===== src/rtl/arb_pkg.sv =====
// Shared constants and types for the four-way round-robin arbiter.
package arb_pkg;

  localparam int unsigned DATA_W  = 16;
  localparam int unsigned NUM_REQ = 4;
  localparam int unsigned PTR_W   = 2;

  localparam logic [0:0] ST_IDLE = 1'b0;
  localparam logic [0:0] ST_OWN  = 1'b1;

  // Last-served index out of reset, so requester a wins the first scan.
  localparam logic [PTR_W-1:0] PTR_RESET = 2'd3;

  typedef logic [DATA_W-1:0] word_t;

endpackage


===== src/rtl/student_mux4way16.sv =====
// Four-input word multiplexer feeding the arbiter's capture register.
module student_mux4way16 #(
  parameter int unsigned WIDTH = 16
) (
  input  logic [WIDTH-1:0] a,
  input  logic [WIDTH-1:0] b,
  input  logic [WIDTH-1:0] c,
  input  logic [WIDTH-1:0] d,
  input  logic [1:0]       sel,
  output logic [WIDTH-1:0] out_c
);

  always_comb begin
    out_c = a;
    case (sel)
      2'd0:    out_c = a;
      2'd1:    out_c = b;
      2'd2:    out_c = c;
      2'd3:    out_c = d;
      default: out_c = a;
    endcase
  end

endmodule


===== src/rtl/student_arbiter4way16.sv =====
// Round-robin arbiter sharing one registered valid/ready output among four requesters.
// Define ARB_BURST_EN to hold ownership across grants until last[sel] or req[sel] drops.
module student_arbiter4way16
  import arb_pkg::*;
#(
  parameter int unsigned WIDTH = DATA_W
) (
  input  logic               clk,
  input  logic               rst_n,
  input  logic [NUM_REQ-1:0] req,
  input  logic [WIDTH-1:0]   a,
  input  logic [WIDTH-1:0]   b,
  input  logic [WIDTH-1:0]   c,
  input  logic [WIDTH-1:0]   d,
  input  logic [NUM_REQ-1:0] last,
  output logic [NUM_REQ-1:0] gnt,
  output logic [PTR_W-1:0]   sel,
  output logic [WIDTH-1:0]   out_data,
  output logic               out_valid,
  input  logic               out_ready
);

  logic [0:0]       state;
  logic [0:0]       state_next;
  logic [PTR_W-1:0] ptr;
  logic [PTR_W-1:0] ptr_next;
  logic [PTR_W-1:0] sel_next;
  logic [WIDTH-1:0] mux_data;
  logic [WIDTH-1:0] data_next;
  logic             valid_next;
  logic             space;
  logic             grant;
  logic             release_on_grant;
  logic             pick_found;
  logic [PTR_W-1:0] pick_idx;
  logic [PTR_W-1:0] cand;

  student_mux4way16 #(.WIDTH(WIDTH)) u_mux (
    .a     (a),
    .b     (b),
    .c     (c),
    .d     (d),
    .sel   (sel),
    .out_c (mux_data)
  );

`ifdef ARB_BURST_EN
  assign release_on_grant = last[sel];
`else
  logic unused_last;
  assign unused_last      = ^last;
  assign release_on_grant = 1'b1;
`endif

  // First set request scanning ptr+1, ptr+2, ... wrapping modulo four.
  always_comb begin
    pick_found = 1'b0;
    pick_idx   = ptr;
    cand       = ptr;
    for (int k = 1; k <= int'(NUM_REQ); k++) begin
      cand = ptr + PTR_W'(k);
      if (!pick_found && req[cand]) begin
        pick_found = 1'b1;
        pick_idx   = cand;
      end
    end
  end

  assign space = !out_valid || out_ready;

  always_comb begin
    state_next = state;
    ptr_next   = ptr;
    sel_next   = sel;
    data_next  = out_data;
    valid_next = out_valid;
    gnt        = '0;
    grant      = 1'b0;

    if (out_valid && out_ready) begin
      valid_next = 1'b0;
    end

    case (state)
      ST_IDLE: begin
        if (pick_found) begin
          sel_next   = pick_idx;
          state_next = ST_OWN;
        end
      end
      ST_OWN: begin
        grant = req[sel] && space;
        if (grant) begin
          gnt        = NUM_REQ'(1) << sel;
          data_next  = mux_data;
          valid_next = 1'b1;
          if (release_on_grant) begin
            ptr_next   = sel;
            state_next = ST_IDLE;
          end
        end else if (!req[sel]) begin
          // Owner withdrew before being served: give up the slot, capture nothing.
          ptr_next   = sel;
          state_next = ST_IDLE;
        end
      end
      default: begin
        state_next = ST_IDLE;
      end
    endcase
  end

  always_ff @(posedge clk) begin
    if (!rst_n) begin
      state     <= ST_IDLE;
      ptr       <= PTR_RESET;
      sel       <= '0;
      out_data  <= '0;
      out_valid <= 1'b0;
    end else begin
      state     <= state_next;
      ptr       <= ptr_next;
      sel       <= sel_next;
      out_data  <= data_next;
      out_valid <= valid_next;
    end
  end

endmodule

===== config.mk =====
export PLATFORM = sky130hd
export DESIGN_NAME = student_arbiter4way16
export DESIGN_NICKNAME = d
export VERILOG_FILES = /design/src/rtl/arb_pkg.sv /design/src/rtl/student_mux4way16.sv /design/src/rtl/student_arbiter4way16.sv
export SDC_FILE = /design/constraint.sdc
export NUM_CORES = 1
export LEC_CHECK = 0
export CORE_ASPECT_RATIO = 1.2
export CORE_MARGIN = 5
export CORE_UTILIZATION = 38
export DETAILED_ROUTE_END_ITERATION = 8
export PLACE_DENSITY = 0.91
export SYNTH_ARGS = -nofsm -noshare
export SYNTH_HDL_FRONTEND = slang
export SYNTH_SLANG_ARGS = --single-unit

===== constraint.sdc =====
create_clock -name clk -period 2.4 [get_ports clk]
set_clock_uncertainty 0.05 [all_clocks]
set_input_delay 0.48 -clock clk [delete_from_list [all_inputs] [get_ports clk]]
set_output_delay 0.48 -clock clk [all_outputs]
set_load 0.05 [all_outputs]

* Yosys cells after proc, flatten, opt, wreduce, memory -nomap -nowiden
Index checks and enable logic that the tools add are counted.
Storage, ports and cells: register bits 22, input port bits 75, output and inout bits 23, word-level logic and storage cells 63
Cells by class: add/subtract/negate cells 3, $lt $le $gt $ge 5, equal/unequal tests 4, shifts and indexed selects 1, muxes and demuxes 30, bitwise gates (word level) 1, reductions and logical operators 14
Operators with widths (count):
- 16-bit one-hot mux with 4 select lines | 1
- 2-bit by 3-bit < comparator with 1-bit output (second input constant) | 5
- 1-bit two-way mux | 15
- 2-bit two-way mux | 6
- 1-bit binary-select mux with 2-bit select | 5
- 4-bit two-way mux | 2
- 2-bit AND reduction | 3
- 1-bit logical AND | 5
- 2-bit adder (second input constant) | 2
- 2-bit == test (second input constant) | 2
- 1-bit zero test | 4
- 1-bit by 2-bit left shift with 4-bit output (first input constant) | 1
- 2-bit by 1-bit adder with 2-bit output (second input constant) | 1
- 2-bit by 1-bit == test with 1-bit output (second input constant) | 1
- 2-bit zero test | 1
- 2-bit by 1-bit inequality test with 1-bit output (second input constant) | 1
- 1-bit one-hot mux with 2 select lines | 1
- 1-bit logical OR | 1
- 1-bit NOT | 1

* Longest topological paths before layout
Gate-level depths: netlist (run 1).
depth after elaboration 15, gate-level depth with buffers 7

* Cells and area by module
A second synthesis (run 1) with hierarchy kept.
Second synthesis, totals: cell total of the unflattened synthesis 144, area, all modules 1441.4 µm²
Modules (own cells, without submodules):
- student_arbiter4way16 | instances 1, cells an instance 124, area an instance 1017.2 µm²
- student_mux4way16 | instances 1, cells an instance 20, area an instance 424.2 µm²

* Worst setup path before layout (run 1)
OpenSTA, ideal clock, no wires.
path type reg2out, start register out_valid, end output port gnt[0], arrival 2489 ps, path slack -619 ps, stages on the path, launching flop included 4, cell sequence dfxtp_1 nand2b_1 nand2_1 nor4b_1
Between the ends: word-level cells in the longest chain between the ends 5
RTL lines:
- start: declaration | RTL line student_arbiter4way16.sv:19 | output logic out_valid,
- start signal: assignment | RTL line student_arbiter4way16.sv:125 | out_valid <= valid_next;
- 1-bit zero test | RTL line student_arbiter4way16.sv:69 | assign space = !out_valid || out_ready;
- 1-bit logical OR | RTL line student_arbiter4way16.sv:69
- 1-bit logical AND | RTL line student_arbiter4way16.sv:92 | grant = req[sel] && space;
- 4-bit two-way mux | RTL line student_arbiter4way16.sv:93 | if (grant) begin
- 4-bit two-way mux | RTL line student_arbiter4way16.sv:84 | case (state)
- end: declaration | RTL line student_arbiter4way16.sv:16 | output logic [NUM_REQ-1:0] gnt,
Every way passes these cells.

* Worst setup path after layout (run 1)
start input port out_ready, end output port gnt[0]
Between the ends: word-level cells in the longest chain between the ends 4
RTL lines:
- start: declaration | RTL line student_arbiter4way16.sv:20 | input logic out_ready
- 1-bit logical OR | RTL line student_arbiter4way16.sv:69
- 1-bit logical AND | RTL line student_arbiter4way16.sv:92
- 4-bit two-way mux | RTL line student_arbiter4way16.sv:93
- 4-bit two-way mux | RTL line student_arbiter4way16.sv:84
Every way passes these cells.

==> results of run 1 <==
metal layers:
| metal | global-route usage [%] | up-vias | share of wire [%] |
|---|---|---|---|
| met5 | 0 | - | 0 |
| met4 | 4.878 | 0 | 1.6 |
| met3 | 4.386 | 6 | 9.5 |
| met2 | 35.31 | 60 | 55 |
| met1 | 18.25 | 674 | 33 |
| li1 | - | 691 | - |
cell type report:
| type | count | area share (%) |
|---|---|---|
| inverters | 2 | 0.3005 |
| clock buffers | 3 | 1.652 |
| well taps | 52 | 2.604 |
| flip-flops and latches | 22 | 17.63 |
| repair buffers | 98 | 41.16 |
| multi-input cells | 106 | 36.65 |
synthesized netlist by cell type (all sizes together) (2+ instances only):
| cell type | number | area, sq um |
|---|---|---|
| nor2 | 6 | 22.52 |
| mux2i | 2 | 20.02 |
| nand3 | 3 | 20.02 |
| a21boi | 18 | 138.9 |
| dfxtp | 22 | 440.4 |
| o21ai | 2 | 10.01 |
| nand2b | 4 | 25.02 |
| buf | 9 | 75.06 |
| nand2 | 40 | 175.2 |
| a21oi | 4 | 20.02 |
| inv | 2 | 7.510 |
| mux4 | 17 | 382.9 |
sequential cells by signal, indices dropped and copies added (netlist names):
| register | flops |
|---|---|
| sel | 2 |
| out_data | 16 |
| state | 1 |
| ptr | 2 |
| out_valid | 1 |
worst min-delay path, stage by stage, from the launching register on:
cell and delay, ns:
sky130_fd_sc_hd__dfxtp_1 0.31, sky130_fd_sc_hd__nand2_1 0.05, sky130_fd_sc_hd__a21boi_1 0.05
layout by cell type (no fill, tap or decap):
cell type	Yosys	routed
sky130_fd_sc_hd__clkdlybuf4s50_1	0	87
sky130_fd_sc_hd__nand2_1	30	30
sky130_fd_sc_hd__dfxtp_1	22	22
sky130_fd_sc_hd__mux4_2	17	17
sky130_fd_sc_hd__a21boi_1	16	16
sky130_fd_sc_hd__nand2_2	10	10
sky130_fd_sc_hd__nor2_1	6	6
sky130_fd_sc_hd__buf_12	0	6
sky130_fd_sc_hd__buf_4	2	5
sky130_fd_sc_hd__nand2b_1	4	4
sky130_fd_sc_hd__a21oi_1	4	4
sky130_fd_sc_hd__clkbuf_8	0	3
sky130_fd_sc_hd__nand3_1	2	2
sky130_fd_sc_hd__o21ai_0	2	2
sky130_fd_sc_hd__inv_1	2	2
sky130_fd_sc_hd__mux2i_1	2	2
sky130_fd_sc_hd__nor3_2	0	1
sky130_fd_sc_hd__nor3b_2	0	1
sky130_fd_sc_hd__nor4b_4	0	1
sky130_fd_sc_hd__and3_4	1	1
sky130_fd_sc_hd__nand3_2	1	1
sky130_fd_sc_hd__a21boi_2	1	1
sky130_fd_sc_hd__nor2b_1	1	1
sky130_fd_sc_hd__o22ai_1	1	1
sky130_fd_sc_hd__a21boi_0	1	1
sky130_fd_sc_hd__o21a_1	1	1
sky130_fd_sc_hd__a31o_1	1	1
sky130_fd_sc_hd__o211ai_1	1	1
sky130_fd_sc_hd__a211oi_1	1	1
worst paths after layout:
kind / from / endpoint / slack, ns / depth (start not counted)
worst min register to register: out_data[4] / out_data[4] / 0.40 / 2
worst max register to register: sel[0] / ptr[1] / 0.46 / 4
worst max-delay path: out_ready / gnt[0] / 0.09 / 5
worst min-delay path: out_data[4] / out_data[4] / 0.40 / 2
cells by family after synthesis:
logic type | synth area share, %
flip-flops | 30.88
AO/OA/AOI/OAI | 14.48
buffers and inverters | 6.666
AND/OR/NAND/NOR | 19.74
multiplexers | 28.25
power groups by stage:
stage / registers [mW] / clock network [mW] / logic [mW]
2_1_floorplan: 0.498 / 0 / 0.211
3_3_place_gp: 0.425 / 0 / 0.479
3_5_place_dp: 0.427 / 0 / 0.487
4_1_cts: 0.418 / 0.235 / 0.488
5_1_grt: 0.424 / 0.247 / 0.519
6_report: 0.419 / 0.223 / 0.484
==> insert_results.sql, run 1 <==
INSERT INTO impl_metrics (metric_group, metric, value, unit) VALUES
('critical_path', 'cp.arrival', '1.78', 'ns'),
('power_and_ir_drop', 'seqPwrFrac', '37.2', '%'),
('timing', 'rsz_0062_raised_after_global_routing', 'false', ''),
('clocking', 'cts_htree_levels', '1', ''),
('timing', 'hold_viol', '0', ''),
('floorplanning', 'chipWidth', '65.93', 'um'),
('synth', 'synth.net_count', '216', ''),
('layout', 'drive_above_1_share', '20.35', '%'),
('route', 'drt.antenna.violating_nets', '0', ''),
('clocking', 'clock_insertion_delay_worst_skew', '0.25', 'ns'),
('synth', 'syn-cell-area', '0.001426', 'sq mm'),
('synth', 'ys_seq_area_share', '30.88', '%'),
('floorplanning', 'start_util', '39.26', '%'),
('route', 'routed_wire_length_per_instance', '15.95', 'um'),
('critical_path', 'worstPathMaxFanout', '3', ''),
('synth', 'yosys_warnings', '0', ''),
('placed_design', 'gp_congestion', '0.7967', ''),
('clocking', 'post_cts_buffers', '0', ''),
('global_route', 'grt_pass1_vias', '1632', ''),
('route', 'viasPerCell', '5.057', ''),
('layout', 'antenna_cells', '0', ''),
('power_and_ir_drop', 'leakagePower', '0.8741', 'nW'),
('route', 'drt-total-wl', '4513', 'um'),
('outcome', 'status', 'completed', ''),
('synth', 'count_of_flip_flops_with_a_built_in_enable_after_synthesis', '0', ''),
('layout', 'layout.core_utilization', '68.77', '%'),
('layout', 'stdcell_count', '283', ''),
('floorplanning', 'die_area', '0.005084', 'sq mm'),
('critical_path', 'cp_top_family', 'buffers and inverters', ''),
('clocking', 'path_clk_slew', '0.07', 'ns'),
('synth', 'synth_flop_cell', 'sky130_fd_sc_hd__dfxtp_1', ''),
('synth', 'postSynthRegisterBits', '22', ''),
('route', 'route.vias.total', '1431', ''),
('placed_design', 'numPlacedInstances', '280', ''),
('global_route', 'grt_usage', '18.05', '%'),
('global_route', 'overflow', '0', ''),
('clocking', 'holdBufCountCts', '0', ''),
('job', 'drv.max_cap_violation_count', '0', ''),
('timing', 'tightestPinTransition', '0.6525', 'ns'),
('synth', 'number_of_distinct_standard_cells_referenced_by_the_synthesized_netlist', '30', ''),
('power_and_ir_drop', 'power', '1.126', 'mW'),
('timing', 'max_clock_freq', '433.6', 'MHz'),
('critical_path', 'startpoint_types', 'input port', ''),
('power_and_ir_drop', 'share_of_total_power_in_the_clock_network', '19.8', '%'),
('power_and_ir_drop', 'sw_frac_of_total', '31.86', '%'),
('global_route', 'grt_start_max_net_pins', '23', ''),
('timing', 'timing.final.ws_setup', '0.09371', 'ns'),
('critical_path', 'path_cells', 'clkdlybuf4s50_1 > nand2b_1 > nand2_1 > nor4b_4 > buf_12', ''),
('floorplanning', 'floorplan.die.height', '77.12', 'um'),
('placed_design', 'post-place-ws', '0.05102', 'ns'),
('layout', 'area_growth_syn_to_layout', '75.18', '%'),
('clocking', 'cts_repair_resize_count', '0', ''),
('floorplanning', 'ioPinCount', '98', ''),
('placed_design', 'io_buffers', '93', ''),
('power_and_ir_drop', 'power.density_cell_area', '450.7', 'mW/mm^2'),
('synth', 'postSynthCellCount', '141', ''),
('global_route', 'grt_first_pass_wirelength', '7293', 'um'),
('clocking', 'cts_root_buffer', 'sky130_fd_sc_hd__clkbuf_8', ''),
('power_and_ir_drop', 'ir_drop', '0.3173', 'mV'),
('timing', 'timing.max_slew.rel_slack', '56.36', '%'),
('floorplanning', 'floorplan.rows', '24', ''),
('clocking', 'cts-buffers-inserted', '3', ''),
('placed_design', 'placed_area', '0.002449', 'sq mm'),
('route', 'drt-pass1-iter-count', '4', ''),
('layout', 'n_fill_cell', '272', ''),
('route', 'drc_errors', '0', ''),
('timing', 'fin_crit_sh', '96.10', '%'),
('layout', 'fin_area', '0.002499', 'sq mm'),
('global_route', 'initial_antenna_violation_count', '0', ''),
('layout', 'ff_latch_area', '440.4', 'sq um'),
('critical_path', 'cp_num_buf_inv', '2', '');
No activity file was read; power rests on OpenSTA's default activity.
==> inputs of run 2 (changes only) <==
--- a/config.mk
+++ b/config.mk
@@ -6,7 +6,7 @@
 export NUM_CORES = 1
 export LEC_CHECK = 0
 export CORE_ASPECT_RATIO = 1.2
-export CORE_MARGIN = 5
+export CORE_MARGIN = 10
 export CORE_UTILIZATION = 38
 export DETAILED_ROUTE_END_ITERATION = 8
 export PLACE_DENSITY = 0.91
==> run 2 against run 1 <==
Against the previous run:
- utilization up 0.34 points
- cell count up 0.71%
- highest routed layer unchanged
- via count decreased by 1.4%
- non-clock buffer count increased by 1
- largest cell class unchanged
- sequential share of layout area down 0.088 points
==> insert_results.sql, run 2 (synthesized netlist as in run 1, its figures left out) <==
INSERT INTO impl_metrics (metric_group, metric, value, unit) VALUES
('clocking', 'cts-buffers-inserted', '3', ''),
('critical_path', 'crit_start', 'out_ready', ''),
('job', 'drv.max_cap_violation_count', '0', ''),
('route', 'route.vias.total', '1411', ''),
('global_route', 'grt_first_pass_wirelength', '8010', 'um'),
('power_and_ir_drop', 'ir_drop', '0.3471', 'mV'),
('global_route', 'overflow', '0', ''),
('global_route', 'initial_antenna_violation_count', '0', ''),
('outcome', 'status', 'completed', ''),
('floorplanning', 'floorplan.rows', '24', ''),
('timing', 'max_clock_freq', '428.1', 'MHz'),
('global_route', 'grt_start_max_net_pins', '23', ''),
('placed_design', 'gp_congestion', '0.8421', ''),
('timing', 'final.min_clock_period', '2.336', 'ns'),
('clocking', 'clock_insertion_delay_worst_skew', '0.25', 'ns'),
('layout', 'area_growth_syn_to_layout', '76.05', '%'),
('critical_path', 'path_class', 'input port to output pin', ''),
('layout', 'final_net_count', '309', ''),
('layout', 'layout.core_utilization', '69.11', '%'),
('timing', 'fin_crit_sh', '97.32', '%'),
('route', 'drt.antenna.violating_nets', '0', ''),
('hold_path', 'worstHoldPathType', 'flop to flop', ''),
('hold_path', 'min-delay-start', 'out_data[11]', ''),
('floorplanning', 'die_area', '0.006615', 'sq mm'),
('clocking', 'holdBufCountCts', '0', ''),
('clocking', 'cts_htree_levels', '1', ''),
('layout', 'largest_register_ffs', '16', ''),
('route', 'drt-pass1-iter-count', '4', ''),
('timing', 'setup_violations_final', '0', ''),
('timing', 'rsz_0062_raised_after_global_routing', 'false', ''),
('placed_design', 'detailed_place_hpwl', '4110', 'um'),
('route', 'drc_errors', '0', ''),
('clocking', 'path_clk_slew', '0.08', 'ns'),
('clocking', 'max_buffers_root_to_sink', '2', ''),
('floorplanning', 'chipWidth', '75.93', 'um'),
('timing', 'timing.setup.tns', '0', 'ns'),
('floorplanning', 'ioPinCount', '98', ''),
('critical_path', 'regToRegStartpoint', 'sel[0]', ''),
('placed_design', 'io_buffers', '93', ''),
('clocking', 'cts_tree', 'built', ''),
('critical_path', 'cp_data_required_time', '1.87', 'ns'),
('floorplanning', 'start_util', '39.26', '%'),
('timing', 'hold_viol', '0', ''),
('floorplanning', 'core-area', '0.003633', 'sq mm'),
('clocking', 'cts_root_buffer', 'sky130_fd_sc_hd__clkbuf_8', ''),
('critical_path', 'startpoint_types', 'input port', ''),
('layout', 'largestRegisters', 'out_data x16, ptr x2, sel x2', ''),
('critical_path', 'worstPathMaxFanout', '3', ''),
('floorplanning', 'floorplan.die.height', '87.12', 'um'),
('power_and_ir_drop', 'power.density_cell_area', '464.4', 'mW/mm^2'),
('timing', 'timing.max_slew.rel_slack', '64.61', '%'),
('route', 'viasPerCell', '4.951', ''),
('clocking', 'cts_repair_resize_count', '0', ''),
('layout', 'most_common_cell_after_layout_fill_and_taps_aside', 'sky130_fd_sc_hd__clkdlybuf4s50_1', ''),
('clocking', 'tritoncts_num_sinks', '22', ''),
('critical_path', 'worstSetupEndpointType', 'output pin', ''),
('power_and_ir_drop', 'leakagePower', '0.8815', 'nW'),
('route', 'routed_wire_length_per_instance', '17.53', 'um'),
('timing', 'timing_max_transition_violations_final', '0', ''),
('route', 'drt-total-wl', '4997', 'um'),
('layout', 'largest-register', 'out_data', ''),
('power_and_ir_drop', 'power', '1.166', 'mW'),
('route', 'drt_iter0_drc', '33', ''),
('clocking', 'post_cts_buffers', '0', ''),
('layout', 'most-common-layout-cells', '87 x sky130_fd_sc_hd__clkdlybuf4s50_1, 30 x sky130_fd_sc_hd__nand2_1, 22 x sky130_fd_sc_hd__dfxtp_1', ''),
('timing', 'tightestPinTransition', '0.5292', 'ns'),
('global_route', 'grt_usage', '14.85', '%'),
('layout', 'antenna_cells', '0', ''),
('global_route', 'grt_pass1_vias', '1580', ''),
('layout', 'drive_above_1_share', '21.03', '%'),
('critical_path', 'cp.arrival', '1.81', 'ns');
-- run 2: cell type report --
type | count | area (sq um)
tap | 52 | 65.06
inverter | 2 | 7.507
timing repair buffer | 99 | 1036
sequential | 22 | 440.4
multi-input combinational | 106 | 907.1
fill | 301 | 1122
clock buffer | 4 | 55.05
-- run 2: critical path, cell delays in order --
cell	delay (ns)
sky130_fd_sc_hd__clkdlybuf4s50_1	0.47
sky130_fd_sc_hd__nand2b_1	0.17
sky130_fd_sc_hd__nand2_1	0.12
sky130_fd_sc_hd__nor4b_2	0.38
sky130_fd_sc_hd__buf_12	0.19
-- run 2: path summary, 6_finish.rpt --
check | end | slack, ns | depth (start not counted)
setup / recovery | gnt[0] | 0.06 | 5
hold / removal | out_data[11] | 0.41 | 2
setup reg to reg | out_data[3] | 0.67 | 4
hold reg to reg | out_data[11] | 0.41 | 2
-- run 2: routing by layer --
metal	routed length [um]	GRT usage [%]
met4	14	2.241
met5	0	0
met3	296	4.236
met1	1939	15.78
met2	2746	28.79
-- run 2: through the flow --
step	hold slack, ns	cells	area [sq um]	setup WS [ns]
floorplan	0.4395	141	1443	0.04514
global placement	0.3897	281	2456	0.08919
detailed placement	0.3940	281	2456	0.08196
CTS	0.4059	285	2511	0.05331
global route	0.4258	285	2511	0.007884
finish	0.4052	285	2511	0.06433
-- run 2: power breakdown --
group          switching [mW]  internal, mW  leakage [nW]
logic                   0.227         0.262         0.673
clock network           0.117         0.146        0.0288
registers              0.0219         0.393         0.180
